--- src/rtl/vfu_wb_arbiter_pkg.sv ---
// vfu_wb_arbiter_pkg: shared types for the lane writeback arbiter.
package vfu_wb_arbiter_pkg;
    localparam int unsigned NrVInsn = 8;
    localparam int unsigned ELEN = 64;
    typedef logic [ELEN-1:0] elen_t;
    typedef logic [$clog2(NrVInsn)-1:0] vid_t;
    localparam int unsigned DataWidth = $bits(elen_t);
    typedef logic [DataWidth/8-1:0] strb_t;
    typedef enum logic {WbSrcAlu, WbSrcMfpu} vfu_wb_src_e;
endpackage

--- src/rtl/vfu_wb_arbiter_if.sv ---
// vfu_wb_arbiter_if: FU result req/gnt ports plus the VRF valid/ready write channel.
interface vfu_wb_arbiter_if import vfu_wb_arbiter_pkg::*; #(parameter type vaddr_t = logic) ();
    logic        alu_result_req_i;
    vid_t        alu_result_id_i;
    vaddr_t      alu_result_addr_i;
    elen_t       alu_result_wdata_i;
    strb_t       alu_result_be_i;
    logic        alu_result_gnt_o;
    logic        mfpu_result_req_i;
    vid_t        mfpu_result_id_i;
    vaddr_t      mfpu_result_addr_i;
    elen_t       mfpu_result_wdata_i;
    strb_t       mfpu_result_be_i;
    logic        mfpu_result_gnt_o;
    logic        vrf_valid_o;
    logic        vrf_ready_i;
    vid_t        vrf_id_o;
    vaddr_t      vrf_addr_o;
    elen_t       vrf_wdata_o;
    strb_t       vrf_be_o;
    vfu_wb_src_e vrf_src_o;
    modport slave (
        input  alu_result_req_i, alu_result_id_i, alu_result_addr_i, alu_result_wdata_i, alu_result_be_i,
        input  mfpu_result_req_i, mfpu_result_id_i, mfpu_result_addr_i, mfpu_result_wdata_i, mfpu_result_be_i,
        input  vrf_ready_i,
        output alu_result_gnt_o, mfpu_result_gnt_o,
        output vrf_valid_o, vrf_id_o, vrf_addr_o, vrf_wdata_o, vrf_be_o, vrf_src_o
    );
    modport master (
        output alu_result_req_i, alu_result_id_i, alu_result_addr_i, alu_result_wdata_i, alu_result_be_i,
        output mfpu_result_req_i, mfpu_result_id_i, mfpu_result_addr_i, mfpu_result_wdata_i, mfpu_result_be_i,
        output vrf_ready_i,
        input  alu_result_gnt_o, mfpu_result_gnt_o,
        input  vrf_valid_o, vrf_id_o, vrf_addr_o, vrf_wdata_o, vrf_be_o, vrf_src_o
    );
endinterface

--- src/rtl/vfu_wb_rr_pick.sv ---
// vfu_wb_rr_pick: 2-way round-robin pick; the pointer always moves to the loser of the last grant.
module vfu_wb_rr_pick import vfu_wb_arbiter_pkg::*; (
    input  logic clk_i,
    input  logic rst_ni,
    input  logic free_i,
    input  logic req_alu_i,
    input  logic req_mfpu_i,
    output logic gnt_alu_o,
    output logic gnt_mfpu_o
);
    vfu_wb_src_e rr_q, rr_d;
    always_comb begin
        gnt_alu_o  = free_i && req_alu_i && (!req_mfpu_i || rr_q == WbSrcAlu);
        gnt_mfpu_o = free_i && req_mfpu_i && (!req_alu_i || rr_q == WbSrcMfpu);
        rr_d       = gnt_alu_o ? WbSrcMfpu : gnt_mfpu_o ? WbSrcAlu : rr_q;
    end
    always_ff @(posedge clk_i) begin
        rr_q <= !rst_ni ? WbSrcAlu : rr_d;
    end
endmodule

--- src/rtl/vfu_wb_arbiter.sv ---
// vfu_wb_arbiter: merges ALU/MFPU result requests onto one registered VRF write channel,
// round-robin between FUs and dropping all-zero-strobe writes.
module vfu_wb_arbiter import vfu_wb_arbiter_pkg::*; #(parameter type vaddr_t = logic) (
    input logic clk_i,
    input logic rst_ni,
    vfu_wb_arbiter_if.slave bus
);
    logic        free, gnt_alu, gnt_mfpu, load;
    logic        valid_q, valid_d;
    vid_t        id_q, id_d;
    vaddr_t      addr_q, addr_d;
    elen_t       wdata_q, wdata_d;
    strb_t       be_q, be_d;
    vfu_wb_src_e src_q, src_d;
    // Reset gates the grant so requests pending during reset are left untouched.
    assign free = rst_ni && (!valid_q || bus.vrf_ready_i);
    vfu_wb_rr_pick i_pick (
        .clk_i      (clk_i),
        .rst_ni     (rst_ni),
        .free_i     (free),
        .req_alu_i  (bus.alu_result_req_i),
        .req_mfpu_i (bus.mfpu_result_req_i),
        .gnt_alu_o  (gnt_alu),
        .gnt_mfpu_o (gnt_mfpu)
    );
    always_comb begin
        load    = (gnt_alu && |bus.alu_result_be_i) || (gnt_mfpu && |bus.mfpu_result_be_i);
        valid_d = load || (valid_q && !bus.vrf_ready_i);
        src_d   = !load ? src_q : gnt_mfpu ? WbSrcMfpu : WbSrcAlu;
        id_d    = !load ? id_q : gnt_mfpu ? bus.mfpu_result_id_i : bus.alu_result_id_i;
        addr_d  = !load ? addr_q : gnt_mfpu ? bus.mfpu_result_addr_i : bus.alu_result_addr_i;
        wdata_d = !load ? wdata_q : gnt_mfpu ? bus.mfpu_result_wdata_i : bus.alu_result_wdata_i;
        be_d    = !load ? be_q : gnt_mfpu ? bus.mfpu_result_be_i : bus.alu_result_be_i;
    end
    always_ff @(posedge clk_i) begin
        if (!rst_ni) begin
            valid_q <= 1'b0;
            src_q   <= WbSrcAlu;
            id_q    <= '0;
            addr_q  <= '0;
            wdata_q <= '0;
            be_q    <= '0;
        end else begin
            valid_q <= valid_d;
            src_q   <= src_d;
            id_q    <= id_d;
            addr_q  <= addr_d;
            wdata_q <= wdata_d;
            be_q    <= be_d;
        end
    end
    assign bus.alu_result_gnt_o  = gnt_alu;
    assign bus.mfpu_result_gnt_o = gnt_mfpu;
    assign bus.vrf_valid_o       = valid_q;
    assign bus.vrf_src_o         = src_q;
    assign bus.vrf_id_o          = id_q;
    assign bus.vrf_addr_o        = addr_q;
    assign bus.vrf_wdata_o       = wdata_q;
    assign bus.vrf_be_o          = be_q;
endmodule

--- src/flat_wrapper.sv ---
// flat-port wrapper written by rule: the top's interface ports become plain ports
module vfu_wb_arbiter_flat import vfu_wb_arbiter_pkg::*;
#(parameter type vaddr_t = logic)
  (clk_i, rst_ni, bus_alu_result_req_i, bus_alu_result_id_i, bus_alu_result_addr_i, bus_alu_result_wdata_i, bus_alu_result_be_i, bus_mfpu_result_req_i, bus_mfpu_result_id_i, bus_mfpu_result_addr_i, bus_mfpu_result_wdata_i, bus_mfpu_result_be_i, bus_vrf_ready_i, bus_alu_result_gnt_o, bus_mfpu_result_gnt_o, bus_vrf_valid_o, bus_vrf_id_o, bus_vrf_addr_o, bus_vrf_wdata_o, bus_vrf_be_o, bus_vrf_src_o);
  vfu_wb_arbiter_if #(.vaddr_t(vaddr_t)) bus_i ();
  input logic clk_i;
  input logic rst_ni;
  input wire logic [$bits(bus_i.alu_result_req_i)-1:0] bus_alu_result_req_i;
  input wire logic [$bits(bus_i.alu_result_id_i)-1:0] bus_alu_result_id_i;
  input wire logic [$bits(bus_i.alu_result_addr_i)-1:0] bus_alu_result_addr_i;
  input wire logic [$bits(bus_i.alu_result_wdata_i)-1:0] bus_alu_result_wdata_i;
  input wire logic [$bits(bus_i.alu_result_be_i)-1:0] bus_alu_result_be_i;
  input wire logic [$bits(bus_i.mfpu_result_req_i)-1:0] bus_mfpu_result_req_i;
  input wire logic [$bits(bus_i.mfpu_result_id_i)-1:0] bus_mfpu_result_id_i;
  input wire logic [$bits(bus_i.mfpu_result_addr_i)-1:0] bus_mfpu_result_addr_i;
  input wire logic [$bits(bus_i.mfpu_result_wdata_i)-1:0] bus_mfpu_result_wdata_i;
  input wire logic [$bits(bus_i.mfpu_result_be_i)-1:0] bus_mfpu_result_be_i;
  input wire logic [$bits(bus_i.vrf_ready_i)-1:0] bus_vrf_ready_i;
  output wire logic [$bits(bus_i.alu_result_gnt_o)-1:0] bus_alu_result_gnt_o;
  output wire logic [$bits(bus_i.mfpu_result_gnt_o)-1:0] bus_mfpu_result_gnt_o;
  output wire logic [$bits(bus_i.vrf_valid_o)-1:0] bus_vrf_valid_o;
  output wire logic [$bits(bus_i.vrf_id_o)-1:0] bus_vrf_id_o;
  output wire logic [$bits(bus_i.vrf_addr_o)-1:0] bus_vrf_addr_o;
  output wire logic [$bits(bus_i.vrf_wdata_o)-1:0] bus_vrf_wdata_o;
  output wire logic [$bits(bus_i.vrf_be_o)-1:0] bus_vrf_be_o;
  output wire logic [$bits(bus_i.vrf_src_o)-1:0] bus_vrf_src_o;
  assign bus_i.alu_result_req_i = bus_alu_result_req_i;
  assign bus_i.alu_result_id_i = bus_alu_result_id_i;
  assign bus_i.alu_result_addr_i = bus_alu_result_addr_i;
  assign bus_i.alu_result_wdata_i = bus_alu_result_wdata_i;
  assign bus_i.alu_result_be_i = bus_alu_result_be_i;
  assign bus_i.mfpu_result_req_i = bus_mfpu_result_req_i;
  assign bus_i.mfpu_result_id_i = bus_mfpu_result_id_i;
  assign bus_i.mfpu_result_addr_i = bus_mfpu_result_addr_i;
  assign bus_i.mfpu_result_wdata_i = bus_mfpu_result_wdata_i;
  assign bus_i.mfpu_result_be_i = bus_mfpu_result_be_i;
  assign bus_i.vrf_ready_i = bus_vrf_ready_i;
  assign bus_alu_result_gnt_o = bus_i.alu_result_gnt_o;
  assign bus_mfpu_result_gnt_o = bus_i.mfpu_result_gnt_o;
  assign bus_vrf_valid_o = bus_i.vrf_valid_o;
  assign bus_vrf_id_o = bus_i.vrf_id_o;
  assign bus_vrf_addr_o = bus_i.vrf_addr_o;
  assign bus_vrf_wdata_o = bus_i.vrf_wdata_o;
  assign bus_vrf_be_o = bus_i.vrf_be_o;
  assign bus_vrf_src_o = bus_i.vrf_src_o;
  vfu_wb_arbiter #(.vaddr_t(vaddr_t)) u_core (.clk_i(clk_i), .rst_ni(rst_ni), .bus(bus_i));
endmodule
--- config.mk ---
export PLATFORM = sky130hd
export DESIGN_NAME = vfu_wb_arbiter_flat
export DESIGN_NICKNAME = d
export VERILOG_FILES = /design/src/rtl/vfu_wb_arbiter_pkg.sv /design/src/rtl/vfu_wb_arbiter_if.sv /design/src/rtl/vfu_wb_rr_pick.sv /design/src/rtl/vfu_wb_arbiter.sv /design/src/flat_wrapper.sv
export SDC_FILE = /design/constraint.sdc
export NUM_CORES = 1
export LEC_CHECK = 0
export CAP_MARGIN = 40
export CORE_AREA = 2 2 111 113
export CTS_BUF_LIST = sky130_fd_sc_hd__clkbuf_8
export DETAILED_ROUTE_END_ITERATION = 6
export DIE_AREA = 0 0 113 115
export PLACE_DENSITY_LB_ADDON = 0.25
export RECOVER_POWER = 25
export SYNTH_ARGS = -nofsm -noshare
export SYNTH_HDL_FRONTEND = slang
export SYNTH_SLANG_ARGS = --single-unit
--- constraint.sdc ---
create_clock -name clk_i -period 1.47 [get_ports clk_i]
set_input_delay 0.294 -clock clk_i [delete_from_list [all_inputs] [get_ports clk_i]]
set_output_delay 0.294 -clock clk_i [all_outputs]
set_load 0.02 [all_outputs]
==> results.cfg <==
[outcome]
status = finished, violations left
violations = DRC, setup timing

[drt]
drt_iter0_drc = 221
vias_per_cell = 5.88
drtPass1Iterations = 7
routedWlPerCell_um = 21.4
num_vias = 4549
drc_errors = 16
postRouteAntennaNets = 0
drt-total-wl_um = 16500

[timing]
fin_skew_ns = 0.00845
final.setup.worst_slack_ns = -0.190
slew_viol_final = 0
post-route-period-util_pct = 113
tightest_slew_ns = 0.371
worst_slew_margin_rel_pct = 75.3
tns_ns = -10.99
fmax_mhz = 603
rsz0062_at_grt = true
fin_hold_ws_ns = 0.347
hold_viol = 0
finalCriticalPeriod_ns = 1.66
setup_viol = 80

[finish]
antenna_cells = 0
final_common_cell = clkdlybuf4s50_1
num-fill-cells = 848
layout-drive-gt1-share_pct = 38.2
seqCellArea_mm2 = 0.00159
multiInputGateArea_mm2 = 0.00312
area_growth_pct = 98.3
fin_util_pct = 69.9
mostFrequentLayoutCells = clkdlybuf4s50_1 (137), dlygate4sd2_1 (94), dfxtp_1 (77)
final_nets = 780

[placement]
place_ws_ns = -0.663
dp_hpwl_um = 9920
routabilityCongestion = 0.801
portBuffers = 236

[setup_path]
crit_top_cell = buf_12
r2r_start = u_core.i_pick.rr_q
worstRegToRegCells = 6
critPathLaunch = u_core.i_pick.rr_q
crit_required_ns = 1.73
crit_chain = o2111a_4 -> buf_12 -> a22o_4 -> buf_12 -> buf_16 -> o21a_1
crit_cells = 6
cpLargestDelayFamily = compound AO/OA/AOI/OAI gates
endpoint = u_core.bus.vrf_src_o
slowest_stage = dfxtp_2
timing.rr.end = u_core.bus.vrf_src_o
worstSetupStartpointType = register
arrival_ns = 1.92
cp_num_buf_inv = 3
cp_slowest_stage_delay_ns = 0.34
critPathMaxFanout = 10
worstSetupPathType = reg2reg
rrSetupSlack_ns = -0.19
end_kind = register

[floorplanning]
core_mm2 = 0.0118
die_h_um = 115
die_w_um = 113
start_util_pct = 35.2
rows = 40
io_pins = 237
dieArea_mm2 = 0.0130

[synthesis]
syn_avg_cell_area_um2 = 10.8
ys_seq_elements = 79
synthesis.area_mm2 = 0.00416
synth_fp_nets = 541
ys_types = 21
synth_warnings = 0
ys_seq_area_share_pct = 38.0
synth_cells = 384

[grt]
grt_pass1_vias = 4732
grt_pass1_wl_um = 25100
grt-ovfl-total = 0
grt_max_degree = 40
grt_util_all_layers_pct = 24.2
antenna_found_initial = 0

[clock_tree]
clkTransAtPathRegs_ns = 0.08
cts_hold_buf = 0
cts_tree = built
cts_buffers = 9
cts_max_level = 3
cts_sinks = 79
clock_path_buffers = 2
cts-root-buf = clkbuf_8
clock_latency_ns = 0.36

[worst_hold_path]
hold_path.class = in2reg

[power]
p_total_uw = 6710
ir_worst_vdd_mv = 0.415
powerDensity_mw_per_mm2 = 813
p_leak_uw = 0.00312

[flow_run]
maxCapViolCount = 0
==> cell type report <==
| type | count | area share, % |
|---|---|---|
| timing repair buffer | 286 | 38.5 |
| multi-input combinational | 245 | 37.8 |
| sequential | 79 | 19.2 |
| tap | 147 | 2.23 |
| clock buffer | 12 | 2.00 |
| clock inverter | 2 | 0.106 |
| inverter | 2 | 0.0910 |
==> Yosys cell counts <==
| cell | number | area share [%] |
|---|---|---|
| dfxtp_1 | 79 | 38 |
| nand2b_4 | 1 | 0.33 |
| a22oi_1 | 1 | 0.18 |
| inv_2 | 1 | 0.090 |
| clkbuf_1 | 36 | 3.2 |
| a22o_1 | 1 | 0.21 |
| a221oi_1 | 76 | 16 |
| buf_2 | 9 | 1.1 |
| o2111a_1 | 1 | 0.27 |
| buf_6 | 9 | 2.4 |
| a311oi_1 | 1 | 0.21 |
| o21a_1 | 1 | 0.18 |
| nand2_1 | 3 | 0.27 |
| mux2i_1 | 76 | 18 |
| and4_1 | 1 | 0.21 |
| a21oi_1 | 3 | 0.36 |
| buf_4 | 4 | 0.72 |
| a211oi_1 | 47 | 8.5 |
| inv_1 | 1 | 0.090 |
| nor4_1 | 4 | 0.60 |
| a211oi_2 | 29 | 8.7 |
==> state kept, by name, summed over array words and instances, names as in the netlist <==
register                count
u_core.bus.vrf_src_o        1
u_core.bus.vrf_wdata_o     64
u_core.bus.vrf_addr_o       1
u_core.bus.vrf_id_o         3
u_core.bus.vrf_be_o         8
u_core.i_pick.rr_q          1
u_core.bus.vrf_valid_o      1
==> kinds of logic after synthesis <==
logic type	count (synthesis)	synth area share [%]
buffers and inverters	60	7.67
DFF	79	38.0
muxes	76	18.3
AOI/OAI and AO/OA	160	34.6
and+or+nand+nor	9	1.41
==> worst min-delay path by stage <==
stage,startpoint,to,depth (start not counted)
2_1_floorplan,bus_mfpu_result_req_i,u_core.i_pick.rr_q,1
3_3_place_gp,u_core.bus.vrf_src_o,u_core.bus.vrf_src_o,1
3_5_place_dp,u_core.bus.vrf_src_o,u_core.bus.vrf_src_o,1
4_1_cts,bus_mfpu_result_req_i,u_core.i_pick.rr_q,2
5_1_grt,bus_mfpu_result_req_i,u_core.i_pick.rr_q,2
6_report,bus_mfpu_result_req_i,u_core.i_pick.rr_q,2
==> repair_timing <==
action,4_1_cts,5_1_grt
buffers inserted,8,1
cloned,13,2
endpoints found under the setup margin,158,81
pin swaps,9,1
resized for setup,210,42
==> layer usage <==
metal / global-route usage, % / vias up / share of wire [%]
met5: 0 / - / 0
met4: 9.19 / 0 / 2.5
met3: 6.85 / 35 / 8.5
met2: 40.8 / 211 / 49
met1: 29.5 / 2221 / 40
li1: - / 2082 / -
==> where the power goes <==
part           switching [uW]  internal, uW  total [uW]
clock                     778           725        1500
combinational            1240          1440        2690
sequential                153          2360        2520
==> stage by stage <==
| stage | instance area [um2] | instances |
|---|---|---|
| after global placement | 7000 | 735 |
| after floorplan | 4450 | 384 |
| after CTS | 7990 | 770 |
| after global routing | 8250 | 773 |
| final | 8250 | 773 |
| after detailed placement | 7000 | 735 |
No activity file was read; power rests on OpenSTA's default activity.
==> RTL change 1 (same settings) <==
Change the package constant `NrVInsn` from 8 to 4.
--- a/src/rtl/vfu_wb_arbiter_pkg.sv
+++ b/src/rtl/vfu_wb_arbiter_pkg.sv
@@ -1,6 +1,6 @@
 // vfu_wb_arbiter_pkg: shared types for the lane writeback arbiter.
 package vfu_wb_arbiter_pkg;
-    localparam int unsigned NrVInsn = 8;
+    localparam int unsigned NrVInsn = 4;
     localparam int unsigned ELEN = 64;
     typedef logic [ELEN-1:0] elen_t;
     typedef logic [$clog2(NrVInsn)-1:0] vid_t;
Interface: changed (resized bus_alu_result_id_i, bus_mfpu_result_id_i and bus_vrf_id_o); port bits go from 237 to 234. The function was not compared with the original's and may differ.
==> RTL change 1 against the unedited design <==
- the run still ends with design-rule violations, negative setup slack left
- area after synthesis barely moved
- sequential power fell by 2%
- power fell by 4.5%
- worst setup slack improved by 0.039 ns
- sequential cell count fell by 1
- die area did not move
- critical path depth fell by 1
- wire length fell by 11%
- global-route usage fell by 2.9 points
- maximum frequency rose by 2.4%
- cell area fell by 7.0%
- largest cell class is now multi-input gates
==> RTL change 1: results (changes against the unedited design) <==
status complete, but fails checks; failing checks design-rule violations, negative setup slack; largest net degree at the start of global routing 47 (+18%); Overall Power 6.40 mW (-4.5%); fill count 932 (+9.9%); DRC Markers 16 (unchanged); drt total wl 14800 µm (-11%); Post-Layout Cell Count 755 (-2.3%); Comb pwr share 36.2% (-3.9 points); first-pass GRT wire length 22400 µm (-11%); design area 7680 µm² (-7.0%); DRT iter0 DRCs 184 (-17%); commonest cells in the netlist dfxtp_1, a221oi_1, mux2i_1; GP Congestion 0.801 (about the same); Sw Pwr 2.00 mW (-7.9%); HPWL Detailed 10300 µm (+3.4%); final setup vio count 78 (-2.5%); layout cells sized above 1 34.2% (-4.0 points); post-synthesis sequential area ratio 37.5% (-0.50 points); synth unique cells 22 (+4.8%); Cell Area, Placed 7100 µm² (+1.5%); Placement Setup Slack -0.668 ns (-0.00483 ns); DR vias 4334 (-4.7%); hold slack final 0.355 ns (+0.00703 ns); Area contributors post-synth dfxtp_1, mux2i_1, a221oi_1; min setup slack post-route -0.150 ns (+0.0392 ns); met1 Resource Use GR 24.6% (-4.9 points); Clk pwr share 25.1% (+2.7 points)
-- RTL change 1: what timing repair did --
action | 4_1_cts | 5_1_grt
gates resized for setup | 143 | 46
endpoints found under the setup margin | 156 | 79
pin swaps | 1 | 1
hold buffers | 0 | 0
cloned | 0 | 1
setup buffers | 4 | 1
-- RTL change 1: cells by family (layout without fill, tap and decap cells) --
| logic type | Yosys count | after routing | share of synthesized area, % |
|---|---|---|---|
| compound gates | 158 | 158 | 35.4 |
| flops | 78 | 78 | 37.5 |
| mux | 75 | 75 | 18.0 |
| buf+inv | 60 | 288 | 7.63 |
| simple gates | 9 | 9 | 1.41 |
-- RTL change 1: final cells by class --
| cell class | count | area share, % |
|---|---|---|
| timing repair buffer | 271 | 36.0 |
| inverter | 2 | 0.114 |
| multi-input combinational | 242 | 38.6 |
| tap | 147 | 2.40 |
| clock inverter | 4 | 0.538 |
| clock buffer | 11 | 1.97 |
| sequential | 78 | 20.4 |
==> RTL change 2 (same settings) <==
Without the edit above. Reset style: asynchronous (`rst_ni`), changed in one clocked block.
--- a/src/rtl/vfu_wb_arbiter.sv
+++ b/src/rtl/vfu_wb_arbiter.sv
@@ -32,7 +32,7 @@
         wdata_d = !load ? wdata_q : gnt_mfpu ? bus.mfpu_result_wdata_i : bus.alu_result_wdata_i;
         be_d    = !load ? be_q : gnt_mfpu ? bus.mfpu_result_be_i : bus.alu_result_be_i;
     end
-    always_ff @(posedge clk_i) begin
+    always_ff @(posedge clk_i or negedge rst_ni) begin
         if (!rst_ni) begin
             valid_q <= 1'b0;
             src_q   <= WbSrcAlu;
Check against the original RTL: differs if rst_ni is asserted again (counterexample within 4 cycles, from zero or initial values and one cycle with rst_ni low); with rst_ni held inactive, the same outputs for 10 cycles.
==> RTL change 2 against the unedited design <==
- the flow still finishes with violations (design-rule violations, negative setup slack)
- area after synthesis shrank 4.4%
- hold slack lost 0.20 ns
- wire length shrank 29%
- worst setup slack lost 0.12 ns
- global-route usage shrank 6.5 points
- cell area shrank 14%
- count of clock-buffer cells in the layout shrank 1
- largest cell class unchanged
- power grew 21%
- sequential cell count is the same
==> RTL change 2: results (changes against the unedited design) <==
Post-Route Setup TNS -21.76 ns (-10.77 ns); synth unique cells 20 (-4.8%); CP startpoint u_core.bus.vrf_valid_o$_DFF_PN0_; fraction of area in multi-input gates 30.7% (-7.1 points); slowest CP cell dfrtp_2; met1 Resource Use GR 20.0% (-9.5 points); GR met3 Demand/Resource 4.38% (-2.5 points); Clock buf/inv share 2.83% (+0.72 points); clock buf count 11 (-1); Final nets 680 (-13%); worst min-delay path class input pin to async pin; compound-gate portion of the synthesized area 1.23% (-33 points); dpl cells 647 (-12%); CP max stage delay 0.42 ns (+0.08 ns); Layout non-clock buf frac 36.0% (-2.5 points); status complete, but fails checks; min setup slack post-route -0.313 ns (-0.124 ns); DRC Markers 14 (-2); M1 wire length 4560 µm (-30%); layout cells sized above 1 38.3% (+0.079 points); worst skew pair latency 0.34 ns (-0.02 ns); final setup vio count 80 (unchanged); post-synth net total 423 (-22%); DR WL/cell 17.5 µm (-18%); leakage power total 3.18 nW (+1.9%); failing checks design-rule violations, negative setup slack; CP endpoint u_core.bus.vrf_wdata_o[12]$_DFFE_PN0P_; drt total wl 11800 µm (-29%); Resize count post-CTS 119 (-43%); GP Congestion 0.757 (-5.5%); Reg area 1970 µm² (+24%)
[RTL change 2: cell types whose count changed in the layout (fill, tap and decap cells not counted), sizes merged, moves of 26 or more]
cell,before,now
a211oi,76,0
a221oi,76,0
buf,50,24
dfrtp,0,78
dfxtp,79,1
mux2,0,152
mux2i,76,0
[RTL change 2: report_power, final]
| part | switching [mW] | internal [mW] | leakage [nW] | total [mW] |
|---|---|---|---|---|
| Sequential | 0.291 | 2.75 | 0.920 | 3.04 |
| Combinational | 1.57 | 1.88 | 2.14 | 3.45 |
| Clock | 0.750 | 0.864 | 0.113 | 1.61 |
| Total | 2.61 | 5.49 | 3.18 | 8.10 |
[RTL change 2: logic make-up (layout without fill, tap and decap cells)]
group           after synthesis  after routing
buf+inv                      20            281
mux                         152            152
compound gates                5              6
simple gates                 10             10
flops                        79             79
